**config.mk**
```make
export PLATFORM = sky130hd
export DESIGN_NAME = risc_mem_arbiter
export DESIGN_NICKNAME = d
export VERILOG_FILES = /design/src/rtl/risc_mem_arbiter.sv
export SDC_FILE = /design/constraint.sdc
export NUM_CORES = 1
export LEC_CHECK = 0
export ABC_AREA = 1
export BUFFER_PORTS_ARGS = -buffer_cell sky130_fd_sc_hd__buf_2
export CAP_MARGIN = 15
export CORE_MARGIN = 2
export CORE_UTILIZATION = 29
export DETAILED_ROUTE_END_ITERATION = 16
export PLACE_DENSITY_LB_ADDON = 0.05
export SYNTH_ARGS = -nofsm -noshare
export SYNTH_HDL_FRONTEND = slang
export SYNTH_SLANG_ARGS = --single-unit
```
**constraint.sdc**
```tcl
create_clock -name clk -period 1.4 [get_ports clk]
set_clock_uncertainty 0.1 [all_clocks]
set_input_delay 0.21 -clock clk [delete_from_list [all_inputs] [get_ports clk]]
set_output_delay 0.21 -clock clk [all_outputs]
set_load 0.05 [all_outputs]
```
**src/rtl/risc_mem_arbiter.sv**
```systemverilog
// -----------------------------------------------------------------------------
// risc_mem_arbiter
//
// Purpose:
//   Shares the single-port unified program/data memory of the risc_16_bit core
//   between three requesters: the program loader/debug port (ldr), the data
//   LD/ST unit (dmem) and instruction fetch (imem). At most one access is issued
//   per cycle. Each read response is routed back to the port that issued it one
//   cycle later. A starvation counter forces fetch to the top priority after
//   STARVE_MAX consecutive denied fetch cycles. The loader may take exclusive
//   ownership of the memory with ldr_lock.
//
// Parameters:
//   AW         memory address width (default 8, 256 words)
//   DW         data/instruction word width (default 16)
//   STARVE_MAX denied imem cycles before imem is forced to top priority (1..15)
//
// Ports:
//   clk, rst                       clock, synchronous active-high reset
//   ldr_req/we/lock/addr/wdata     loader request, write enable, lock, address, data
//   ldr_gnt, ldr_rvalid            loader access issued, loader read data valid
//   dmem_req/we/addr/wdata         LD/ST request (we=1 ST, we=0 LD)
//   dmem_gnt, dmem_rvalid          LD/ST access issued, LD data valid
//   imem_req/addr                  fetch request and PC
//   imem_gnt, imem_rvalid          fetch issued, instruction valid
//   rdata                          shared read-return data (mem_rdata passthrough)
//   mem_en/we/addr/wdata           memory access strobe, write enable, address, data
//   mem_rdata                      memory read data, one cycle after a read strobe
//   locked                         loader exclusive lock active
//
// Optional feature (macro ARB_STATS_EN):
//   Adds saturating 16-bit counters ldr_cnt, dmem_cnt, imem_cnt (grants per
//   port) and stall_cnt (cycles imem requested but was not granted). Without
//   the macro these ports and counters do not exist and arbitration is the same.
// -----------------------------------------------------------------------------
module risc_mem_arbiter #(
  parameter int AW         = 8,
  parameter int DW         = 16,
  parameter int STARVE_MAX = 4
) (
  input  logic          clk,
  input  logic          rst,

  input  logic          ldr_req,
  input  logic          ldr_we,
  input  logic          ldr_lock,
  input  logic [AW-1:0] ldr_addr,
  input  logic [DW-1:0] ldr_wdata,
  output logic          ldr_gnt,
  output logic          ldr_rvalid,

  input  logic          dmem_req,
  input  logic          dmem_we,
  input  logic [AW-1:0] dmem_addr,
  input  logic [DW-1:0] dmem_wdata,
  output logic          dmem_gnt,
  output logic          dmem_rvalid,

  input  logic          imem_req,
  input  logic [AW-1:0] imem_addr,
  output logic          imem_gnt,
  output logic          imem_rvalid,

  output logic [DW-1:0] rdata,

  output logic          mem_en,
  output logic          mem_we,
  output logic [AW-1:0] mem_addr,
  output logic [DW-1:0] mem_wdata,
  input  logic [DW-1:0] mem_rdata,

`ifdef ARB_STATS_EN
  output logic [15:0]   ldr_cnt,
  output logic [15:0]   dmem_cnt,
  output logic [15:0]   imem_cnt,
  output logic [15:0]   stall_cnt,
`endif

  output logic          locked
);

  // Which port owns the read data returning in the current cycle.
  typedef enum logic [1:0] {
    TAG_NONE = 2'd0,
    TAG_LDR  = 2'd1,
    TAG_DMEM = 2'd2,
    TAG_IMEM = 2'd3
  } tag_e;

  localparam logic [3:0] STARVE_LIM = 4'(STARVE_MAX);

  tag_e       tag_q;
  tag_e       tag_d;
  logic [3:0] starve_cnt;
  logic       starved;

  // ---------------------------------------------------------------------------
  // Grant selection. rst blocks every grant combinationally. While locked only
  // the loader may be served and the starvation override is suppressed.
  // ---------------------------------------------------------------------------
  always_comb begin
    // NOTE: every output of a combinational block gets a default first, so no
    // path leaves a signal unassigned and no latch is inferred.
    ldr_gnt  = 1'b0;
    dmem_gnt = 1'b0;
    imem_gnt = 1'b0;
    starved  = !locked && (starve_cnt == STARVE_LIM);

    if (!rst) begin
      if (locked) begin
        ldr_gnt = ldr_req;
      end else if (starved && imem_req) begin
        imem_gnt = 1'b1;
      end else if (ldr_req) begin
        ldr_gnt = 1'b1;
      end else if (dmem_req) begin
        dmem_gnt = 1'b1;
      end else if (imem_req) begin
        imem_gnt = 1'b1;
      end
    end
  end

  // ---------------------------------------------------------------------------
  // Memory-side mux and read tag for the response in the next cycle.
  // ---------------------------------------------------------------------------
  assign mem_en = ldr_gnt | dmem_gnt | imem_gnt;

  always_comb begin
    mem_we    = 1'b0;
    mem_addr  = '0;
    mem_wdata = '0;
    tag_d     = TAG_NONE;

    if (ldr_gnt) begin
      mem_we    = ldr_we;
      mem_addr  = ldr_addr;
      mem_wdata = ldr_wdata;
      tag_d     = ldr_we ? TAG_NONE : TAG_LDR;
    end else if (dmem_gnt) begin
      mem_we    = dmem_we;
      mem_addr  = dmem_addr;
      mem_wdata = dmem_wdata;
      tag_d     = dmem_we ? TAG_NONE : TAG_DMEM;
    end else if (imem_gnt) begin
      mem_addr  = imem_addr;
      tag_d     = TAG_IMEM;
    end
  end

  // ---------------------------------------------------------------------------
  // Arbiter state: response tag, starvation counter, loader lock.
  // The tag is loaded from the previous cycle's grant, so a read granted just
  // before rst still returns its rvalid during the rst cycle.
  // ---------------------------------------------------------------------------
  always_ff @(posedge clk) begin
    // NOTE: sequential state uses non-blocking assignments so every register
    // samples pre-edge values regardless of statement order.
    if (rst) begin
      tag_q      <= TAG_NONE;
      starve_cnt <= '0;
      locked     <= 1'b0;
    end else begin
      tag_q <= tag_d;

      // Counting continues while locked so fetch wins as soon as the lock drops.
      if (imem_req && !imem_gnt) begin
        if (starve_cnt != STARVE_LIM) begin
          starve_cnt <= starve_cnt + 4'd1;
        end
      end else begin
        starve_cnt <= '0;
      end

      // Lock is taken by a granted locking loader access and held while
      // ldr_lock stays high.
      locked <= ldr_lock && (locked || ldr_gnt);
    end
  end

  assign ldr_rvalid  = (tag_q == TAG_LDR);
  assign dmem_rvalid = (tag_q == TAG_DMEM);
  assign imem_rvalid = (tag_q == TAG_IMEM);
  assign rdata       = mem_rdata;

`ifdef ARB_STATS_EN
  // ---------------------------------------------------------------------------
  // Saturating usage counters.
  // ---------------------------------------------------------------------------
  function automatic logic [15:0] sat_inc(input logic [15:0] v, input logic en);
    return (en && v != 16'hFFFF) ? v + 16'd1 : v;
  endfunction

  always_ff @(posedge clk) begin
    if (rst) begin
      ldr_cnt   <= '0;
      dmem_cnt  <= '0;
      imem_cnt  <= '0;
      stall_cnt <= '0;
    end else begin
      ldr_cnt   <= sat_inc(ldr_cnt, ldr_gnt);
      dmem_cnt  <= sat_inc(dmem_cnt, dmem_gnt);
      imem_cnt  <= sat_inc(imem_cnt, imem_gnt);
      stall_cnt <= sat_inc(stall_cnt, imem_req && !imem_gnt);
    end
  end
`endif

endmodule

```
# Word-level counts from Yosys, hierarchy flattened
# Cells that the tools add are included.
[op_classes]
eq_ne = 5
n_mux = 27
reduce_logical = 8
bitwise_logic = 3
n_addsub = 1
[op_table]
columns = ["cell", "n"]
rows = [
  ["$mux 16", 2],
  ["$mux 8", 3],
  ["$mux 1", 18],
  ["$mux 2", 4],
  ["$add 4x1->4 const B", 1],
  ["$eq 2x2->1 const B", 2],
  ["$eq 4x3->1 const B", 1],
  ["$logic_and 1x1->1", 4],
  ["$ne 4x3->1 const B", 1],
  ["$eq 2x1->1 const B", 1],
  ["$logic_not 1->1", 2],
  ["$or 1x1->1", 2],
  ["$reduce_or 2->1", 1],
  ["$logic_or 1x1->1", 1],
  ["$not 1->1", 1],
]
[totals]
word_cells = 47
register_bits = 7

# Logic depth before layout (Yosys ltp)
# Gate-level depths: netlist of run 1.
[logic_depth]
word_depth = 10
depth_mapped = 10
depth_no_buf = 9

# Least setup slack after synthesis of run 1
# Ideal clock, no wire load.
[synth_path]
path_kind = "flip-flop to output port"
start = "register locked"
end = "output port mem_en"
setup_slack_ps = -682
n_path_buf = 0
arrival_ps = 1772
path_stages_with_launch = 6
cell_sequence = "dfxtp_1 nor2_1 nand3_1 nand2_2 inv_1 nand3_1"
[synth_between]
word_cells_on_any_way = 14
[synth_lines]
columns = ["item", "line_no", "text"]
rows = [
  ["start, declared", "79", "output logic locked"],
  ["start signal, assigned", "177", "locked <= ldr_lock && (locked || ldr_gnt);"],
  ["$logic_not 1->1", "107", "starved = !locked && (starve_cnt == STARVE_LIM);"],
  ["$logic_and 1x1->1", "107", ""],
  ["$logic_and 1x1->1", "112", "end else if (starved && imem_req) begin"],
  ["$mux 1", "112", ""],
  ["$mux 1 (*)", "110", "if (locked) begin"],
  ["$mux 1 (*)", "109", "if (!rst) begin"],
  ["named net imem_gnt", "61", "output logic imem_gnt,"],
  ["$or 1x1->1 (*)", "127", "assign mem_en = ldr_gnt | dmem_gnt | imem_gnt;"],
  ["end, declared", "66", "output logic mem_en,"],
]
# Mark *: on every way through the listed nets, which the timed path passes. The rest lies on a longest branch.

# Worst setup path after layout of run 1
[layout_path]
start = "register starve_cnt[0]"
end = "output port mem_wdata[10]"
[layout_between]
elab_chain_len = 8
word_cells_on_any_way = 11
[layout_rtl]
columns = ["item", "line_no", "text"]
rows = [
  ["start, declared", "94", "logic [3:0] starve_cnt;"],
  ["start signal, assigned", "169", "starve_cnt <= starve_cnt + 4'd1;"],
  ["$eq 4x3->1 (*)", "107", ""],
  ["$logic_and 1x1->1 (*)", "107", ""],
  ["$logic_and 1x1->1 (*)", "112", ""],
  ["$mux 1", "112", ""],
  ["$mux 1", "110", ""],
  ["$mux 1", "109", ""],
  ["$mux 16", "140", "end else if (dmem_gnt) begin"],
  ["$mux 16 (*)", "135", "if (ldr_gnt) begin"],
  ["end, declared", "69", "output logic [DW-1:0] mem_wdata,"],
]
# Every way passes the cells marked *; elsewhere a longest branch is shown, timed or not.

==> results.toml, run 1 <==
[floorplanning]
die_h_um = 62.31
die_x_um = 62.31
start_util = 0.2978
fp-row-count = 21
die_area_um2 = 3882
core_um2 = 3311
pin_count = 129

[outcome]
status = "complete, but fails checks"
failed_checks = "setup timing"

[worst_setup_path]
rr_worst_depth = 9
worst_r2r_startpoint = "starve_cnt[0]"
cp_max_fo = 6
crit_required_ps = 1090
cp-end-kind = "output pin"
startpoint_type = "flip-flop"
r2r_slack_ps = -80
cp.arrival_ps = 1610
worstSetupPathType = "reg2out"
r2r_end = "tag_q[0]"

[yosys]
ys_ff_latch = 7
yosys_warnings = 0
syn_inst = 164
synth.top_cells.by_area = "nand2_1, dfxtp_1, buf_4"
seq_area_frac_synth = 0.1421
yosysTopAreaCellShare = 0.2094
synth.cell_area_um2 = 985.9
syn_nets = 246
yosys.area.top_type = "nand2_1"
ys_types = 23
syn_area_per_cell_um2 = 6.012

[finish]
syn_to_final_growth_pct = 142.1
drive_above_1_share = 0.7212
design_area_um2 = 2387
final_cell_mix = "buf_2, buf_4, nand2_1"
fillCellCount = 280
layout_commonest_cell = "buf_2"
n_antenna_cell = 0
fin_nets = 352

[detailed_routing]
drc = 0
drt_first_pass_iters = 4
drt_iter0_drc = 16
wire_per_inst_um = 11.30
dr_total_vias = 1407
final_antenna_net_count = 0
postRouteWirelength_mm = 3.558
vias_per_cell = 4.467

[clock_network]
clk-insertion-delay-late_ps = 260
cts.sinks = 7
cts_tree = "built"
holdBufCountCts = 0
htreeDepth = 1
path_clk_slew_ps = 60
root_buffer = "clkbuf_4"
cts_made_buffers = 3
cts_buffer_depth = 2

[sta]
setup_viol = 31
worst_slew_pin_slew_ps = 248.4
fin_ws_ps = -516.4
max_slew_margin = 0.8355
drv_slew = 0
max_clock_freq_mhz = 521.8
grt_setup_unrepaired = "yes"
hold_viol = 0
period_minus_slack_ps = 1916
period_share = 1.369

[global_route]
grtUsageTotal = 0.1882
grt_pass1_vias = 1469
gr-total-overflow = 0
grt_start_max_net_pins = 19
grt_pass1_wl_mm = 6.120
antenna_found_initial = 0

[power_and_ir_drop]
p_per_area_nw_per_um2 = 499.0
finalPower_mw = 1.191
ir_drop_mv = 0.2738
power.leakage_nw = 1.202

[placement]
dp_slack_ps = -346.5
place_area_um2 = 2067
place.gp.congestion = 0.6884
dpl.hpwl_mm = 2.773
io_buffers = 96

[worst_hold_path]
holdPathEnd = "locked"
min_path_type = "in2reg"
worstHoldPathCells = 3
min_from = "ldr_lock"

[run]
drv_cap = 0
## worst max-delay path by stage
stage / endpoint / depth (start not counted) / slack, ps / start
2_1_floorplan: mem_wdata[0] / 10 / -320 / starve_cnt[1]
3_3_place_gp: mem_wdata[10] / 11 / -340 / starve_cnt[0]
3_5_place_dp: mem_wdata[10] / 11 / -350 / starve_cnt[0]
4_1_cts: mem_wdata[10] / 11 / -530 / starve_cnt[0]
5_1_grt: mem_wdata[3] / 11 / -610 / starve_cnt[0]
6_report: mem_wdata[10] / 11 / -520 / starve_cnt[0]
## where the power goes
| group | leakage, nW | total, mW | internal (mW) | switching [mW] |
|---|---|---|---|---|
| Combinational | 1.13 | 0.791 | 0.337 | 0.454 |
| Sequential | 0.0587 | 0.213 | 0.207 | 0.00569 |
| Clock | 0.0150 | 0.187 | 0.109 | 0.0781 |
| Total | 1.20 | 1.19 | 0.653 | 0.538 |
## sequential cells by signal, indices dropped and copies added (netlist names)
signal	flops
locked	1
starve_cnt	4
tag_q	2
## final cells by class
| type | count | area [µm²] | share of cell area |
|---|---|---|---|
| multi-input cells | 122 | 1146 | 0.4801 |
| flip-flops and latches | 7 | 146.4 | 0.06132 |
| well taps | 46 | 57.56 | 0.02411 |
| repair buffers | 121 | 942.2 | 0.3947 |
| inverters | 15 | 68.82 | 0.02883 |
| clock buffers | 4 | 26.28 | 0.01101 |
## synth_stat cells
library cell	count
a21boi_0	1
nor2_8	1
nor2_1	12
buf_12	1
dfxtp_1	7
buf_2	2
buf_6	1
inv_2	2
a21oi_1	1
nor2_2	1
xor2_1	2
nand4_1	8
inv_4	2
buf_4	16
ha_1	2
inv_1	11
nand2_4	2
nand2_1	55
o21ai_0	3
nand2_2	11
nand3_1	21
nand3_4	1
nor2_4	1
## through the flow
stage | hold slack (ps) | util | cells | setup TNS, ps
floorplan | 222.5 | - | 164 | -6813
global route | 102.0 | 0.7211 | 315 | -16920
detailed placement | 320.4 | 0.6243 | 310 | -9363
finish | 71.04 | 0.7211 | 315 | -13820
global placement | 320.4 | 0.6243 | 310 | -9132
CTS | 67.99 | 0.7132 | 315 | -14250
## timing repair
item                       in CTS  in global routing
pin swaps                       7                  0
hold endpoints to repair        0                  0
gates resized for setup        80                  8
setup endpoints to repair      31                 31
setup buffers                   1                  0
## cells by family (layout without fill, tap and decap cells)
group / count (synthesis) / in the layout / synth area share
buffers and inverters: 35 / 140 / 0.2259
adders and majority gates: 2 / 2 / 0.02538
and+or+nand+nor: 113 / 113 / 0.5609
DFF: 7 / 7 / 0.1421
xor gates and xnor gates: 2 / 2 / 0.01777
AOI/OAI and AO/OA: 5 / 5 / 0.02791
## worst max-delay path, stage by stage (launching register included)
cell and delay, ps:
dfxtp_2 330, inv_2 50, ha_4 150, nand2_4 60, nor2_4 40, nand2_4 100
nand3_4 90, inv_6 90, buf_12 170, nand2_8 70, nand2_8 60, buf_8 130
## layer usage
| layer | wire (µm) | up-vias | global-route usage |
|---|---|---|---|
| met2 | 1850 | 87 | 0.3234 |
| met1 | 1307 | 603 | 0.2199 |
| met4 | 52 | 0 | 0.06667 |
| met5 | 0 | - | 0 |
| li1 | - | 713 | - |
| met3 | 347 | 4 | 0.05978 |
Power figures use the tool's default switching activity.
==> inputs of run 2 (changes only) <==
--- a/config.mk
+++ b/config.mk
@@ -8,8 +8,10 @@
 export ABC_AREA = 1
 export BUFFER_PORTS_ARGS = -buffer_cell sky130_fd_sc_hd__buf_2
 export CAP_MARGIN = 15
+export CELL_PAD_IN_SITES_DETAIL_PLACEMENT = 1
+export CELL_PAD_IN_SITES_GLOBAL_PLACEMENT = 1
 export CORE_MARGIN = 2
-export CORE_UTILIZATION = 29
+export CORE_UTILIZATION = 16
 export DETAILED_ROUTE_END_ITERATION = 16
 export PLACE_DENSITY_LB_ADDON = 0.05
 export SYNTH_ARGS = -nofsm -noshare
==> run 2 against run 1 <==
  * The flow still finishes with violations (setup timing)
  * Via count up 5.7%
  * Die area up 75%
  * Hold slack better by 36 ps
  * Critical path type unchanged
  * Largest power group unchanged
==> results.toml, run 2 (synthesis results as in run 1) <==
[outcome]
status = "complete, but fails checks"
failed_checks = "setup timing"

[detailed_routing]
wire_per_inst_um = 12.74
postRouteWirelength_mm = 4.470
final_antenna_net_count = 0
drt_first_pass_iters = 2
dr_total_vias = 1487
vias_per_cell = 4.236
drc = 0
drt_iter0_drc = 22

[placement]
place.gp.congestion = 0.6932
io_buffers = 96
dp_slack_ps = -411.8
dpl.hpwl_mm = 3.526
dp.cells = 339

[finish]
fin_nets = 359
n_antenna_cell = 0
drive_above_1_share = 0.7754
final_cells = 351
syn_to_final_growth_pct = 167.0
final_cell_mix = "buf_2, buf_8, buf_4"
seqCellArea_um2 = 146.4
multi_input_area_um2 = 1239
fillCellCount = 705
largestRegisters = "starve_cnt (4), tag_q (2), locked (1)"
fin_util = 0.4420
top_register = "starve_cnt"
largest_reg_flops = 4
layout_commonest_cell = "buf_2"

[global_route]
grtUsageTotal = 0.1260
grt_start_max_net_pins = 12
antenna_found_initial = 0
gr-total-overflow = 0
grt_pass1_wl_mm = 6.789
grt_pass1_vias = 1522

[worst_setup_path]
startpoint_type = "flip-flop"
cp_cell_sequence = "inv_2, ha_4, nand2_4, nor2_4, nand2_4, nand3_4, inv_8, buf_12, nand2_8, nand2_8, buf_8"
worstSetupPathType = "reg2out"
crit_buf_inv = 4
crit_family = "buffers and inverters"
worst_r2r_startpoint = "starve_cnt[1]"
crit_path_start = "starve_cnt[1]"
cp.arrival_ps = 1600
worst_path_largest_cell_delay_ps = 330
crit_required_ps = 1090
cpMaxStageDelayCell = "dfxtp_2"
cp_max_fo = 6
cp-end-kind = "output pin"

[sta]
drv_slew = 0
max_clock_freq_mhz = 522.4
grt_setup_unrepaired = "yes"
period_minus_slack_ps = 1914
worst_slew_pin_slew_ps = 250.2
setup_viol = 35
tns_ps = -13990
period_share = 1.367
fin_ws_ps = -514.4
max_slew_margin = 0.8344
hold_viol = 0

[clock_network]
cts.sinks = 7
cts_buffer_depth = 2
holdBufCountCts = 0
clk-insertion-delay-late_ps = 230
cts_made_buffers = 3
htreeDepth = 1
path_clk_slew_ps = 40
cts_tree = "built"
root_buffer = "clkbuf_8"

[power_and_ir_drop]
ir_drop_mv = 0.4897
power.leakage_nw = 1.308
p_per_area_nw_per_um2 = 511.0
finalPower_mw = 1.345

[floorplanning]
die_h_um = 82.50
die_area_um2 = 6806
fp-row-count = 28
core_um2 = 5956
start_util = 0.1655
pin_count = 129
die_x_um = 82.50

[run]
drv_cap = 0

[worst_hold_path]
min_path_type = "in2reg"
min_from = "ldr_lock"
==> run 2: changes by cell type in the layout (fill, tap and decap cells not counted), sizes merged <==
cell / previous run / this run
nand2: 68 / 69
inv: 15 / 16
buf: 121 / 126
==> run 2: path summary, 6_finish.rpt <==
kind | end | slack, ps | depth (start not counted)
worst min register to register | locked | 490 | 3
worst max-delay path | mem_wdata[5] | -510 | 11
worst min-delay path | locked | 110 | 3
worst max register to register | tag_q[0] | -90 | 10
==> run 2: per-stage QoR <==
stage                     cell area, µm²  hold slack, ps
after detailed placement            2103           320.6
after floorplan                     1501           222.5
after global placement              2103           320.6
final                               2633           106.7
after CTS                           2539           105.1
after global routing                2633           127.0
==> run 2: worst register-to-register path: cells and delay by family (launching register included) <==
family | cells | cell delay (ps)
and+or+nand+nor | 4 | 410
DFF | 1 | 320
adders and majority gates | 1 | 130
AOI/OAI and AO/OA | 1 | 70
buffers and inverters | 4 | 390
==> run 2: layout make-up <==
class | instances | share of cell area
clock buffers | 4 | 0.01711
well taps | 75 | 0.03565
repair inverters | 1 | 0.004278
multi-input cells | 123 | 0.4705
inverters | 15 | 0.02709
flip-flops and latches | 7 | 0.05561
repair buffers | 126 | 0.3897
==> run 2: report_power, final <==
part           internal [mW]  switching [mW]  total, mW
Sequential             0.208         0.00584      0.214
Clock                  0.197          0.0891      0.286
Combinational          0.365           0.480      0.845
Total                  0.770           0.575       1.35
==> run 2: what timing repair did <==
item	4_1_cts	5_1_grt
endpoints found under the hold margin	0	0
setup buffers	5	1
endpoints found under the setup margin	31	36
gates resized for setup	100	24
pin swaps	7	2
gates cloned	2	0
==> run 2: routing by layer <==
| layer | up-vias | GRT usage | share of wire |
|---|---|---|---|
| met5 | - | 0 | 0 |
| met4 | 0 | 0.02787 | 0.018 |
| met3 | 18 | 0.02826 | 0.095 |
| met2 | 74 | 0.2339 | 0.54 |
| met1 | 664 | 0.1464 | 0.35 |
| li1 | 731 | - | - |
==> inputs of run 3 (changes only) <==
--- a/config.mk
+++ b/config.mk
@@ -13,7 +13,7 @@
 export CORE_MARGIN = 2
 export CORE_UTILIZATION = 16
 export DETAILED_ROUTE_END_ITERATION = 16
-export PLACE_DENSITY_LB_ADDON = 0.05
+export PLACE_DENSITY = 0.79
 export SYNTH_ARGS = -nofsm -noshare
 export SYNTH_HDL_FRONTEND = slang
 export SYNTH_SLANG_ARGS = --single-unit
==> run 3 against run 2 <==
  * The run still ends with setup timing left
  * Power decreased by 2.4%
  * Setup slack got worse by 29 ps
  * Final area decreased by 6.4%
==> results.toml, run 3 (synthesis results as in run 1) <==
[outcome]
status = "complete, but fails checks"
failed_checks = "setup timing"

[worst_setup_path]
crit_path_start = "starve_cnt[1]"
crit_buf_inv = 4
worst_path_largest_cell_delay_ps = 320
cp_max_fo = 9
cp-end-kind = "output pin"
cp_cell_sequence = "inv_2, ha_4, nand2_4, nor2_4, nand2_4, nand3_4, inv_8, buf_12, nand2_8, nand2_8, buf_12"
worst_r2r_startpoint = "starve_cnt[1]"
worstSetupPathType = "reg2out"
startpoint_type = "flip-flop"
cpMaxStageDelayCell = "dfxtp_2"
r2r_slack_ps = -110
crit_required_ps = 1090
crit_family = "simple AND/OR/NAND/NOR gates"
cp.arrival_ps = 1630

[global_route]
antenna_found_initial = 0
grt_pass1_wl_mm = 6.582
grtUsageTotal = 0.1249
gr-total-overflow = 0
grt_start_max_net_pins = 19
grt_pass1_vias = 1498

[sta]
tns_ps = -14660
max_slew_margin = 0.8246
worst_slew_pin_slew_ps = 262.1
grt_setup_unrepaired = "yes"
period_minus_slack_ps = 1943
fin_ws_ps = -543.4
period_share = 1.388
setup_viol = 31
max_clock_freq_mhz = 514.6
drv_slew = 0
hold_viol = 0

[floorplanning]
die_x_um = 82.50
core_um2 = 5956
start_util = 0.1655
pin_count = 129
fp-row-count = 28
die_h_um = 82.50
die_area_um2 = 6806

[clock_network]
clk-insertion-delay-late_ps = 230
cts_tree = "built"
htreeDepth = 1
cts_made_buffers = 3
cts.sinks = 7
root_buffer = "clkbuf_8"
cts_buffer_depth = 2
path_clk_slew_ps = 40

[finish]
drive_above_1_share = 0.7323
fin_nets = 352
n_antenna_cell = 0
largestRegisters = "starve_cnt (4), tag_q (2), locked (1)"
final_cell_mix = "buf_2, buf_4, nand2_8, nand2_1"
layout_commonest_cell = "buf_2"
fin_util = 0.4139
top_register = "starve_cnt"
final_cells = 344
largest_reg_flops = 4
syn_to_final_growth_pct = 150.0

[detailed_routing]
final_antenna_net_count = 0
met2WireLength_mm = 2.507
wl_met3_um = 421
vias_per_cell = 4.311
postRouteWirelength_mm = 4.520
drc = 0
dr_total_vias = 1483
drt_iter0_drc = 14
wire_per_inst_um = 13.14
drt_first_pass_iters = 4
wl_met1_mm = 1.572
dr.max_layer_used = "met4"

[power_and_ir_drop]
seqPwrFrac = 0.163
power_frac_clock = 0.219
p_per_area_nw_per_um2 = 532.8
power.leakage_nw = 1.226
p_switching_uw = 566.2
power.internal_uw = 747.1
finalPower_mw = 1.313
ir_drop_mv = 0.2489
combPwrFrac = 0.617
switching_share = 0.4312

[placement]
io_buffers = 96
place.gp.congestion = 0.7506
dp.cells = 337
dpl.hpwl_mm = 3.599

[worst_hold_path]
min_path_type = "in2reg"
min_from = "ldr_lock"

[run]
drv_cap = 0
[run 3: power groups by stage]
stage | combinational [mW] | clock, mW | sequential (mW)
floorplan | 0.575 | 0 | 0.222
global placement | 0.676 | 0 | 0.217
detailed placement | 0.690 | 0 | 0.217
CTS | 0.789 | 0.299 | 0.214
global route | 0.859 | 0.305 | 0.215
finish | 0.811 | 0.288 | 0.214
[run 3: final timing paths]
kind	end	cells past startpoint
worst max-delay path	mem_wdata[5]	11
worst min-delay path	locked	3
worst max register to register	tag_q[1]	9
worst min register to register	locked	2
[run 3: metal layers]
metal / track usage / vias up
met2: 0.2565 / 81
met1: 0.1131 / 686
met4: 0.04590 / 0
li1: - / 714
met3: 0.03587 / 2
met5: 0 / -
[run 3: repair_timing]
| action | CTS | global route |
|---|---|---|
| setup buffers | 2 | 1 |
| gates resized for setup | 75 | 16 |
| endpoints found under the hold margin | 0 | 0 |
| pin swaps | 1 | 1 |
| endpoints found under the setup margin | 32 | 35 |
| hold buffers | 0 | 0 |
[run 3: cell type report]
class                   count  area (µm²)
clock buffers               4       45.04
fillers                   702        3491
inverters                  15       71.32
multi-input cells         122        1159
flip-flops and latches      7       146.4
well taps                  75       93.84
repair buffers            121       949.7
[run 3: stage by stage]
| step | setup slack, ps | area, µm² | hold slack, ps |
|---|---|---|---|
| global placement | -381.9 | 2101 | 320.3 |
| finish | -543.4 | 2465 | 115.8 |
| detailed placement | -440.5 | 2101 | 320.3 |
| CTS | -560.2 | 2391 | 111.1 |
| global route | -603.2 | 2465 | 123.0 |
| floorplan | -319.9 | 1501 | 222.5 |
[run 3: worst register-to-register path, delay by kind of cell, from the launching register on]
kind                     cells  cell delay [ps]
AND/OR/NAND/NOR              4              500
AO/OA/AOI/OAI                1               70
buffers and inverters        3              310
flip-flops                   1              320
adder cells (fa/ha/maj)      1              140
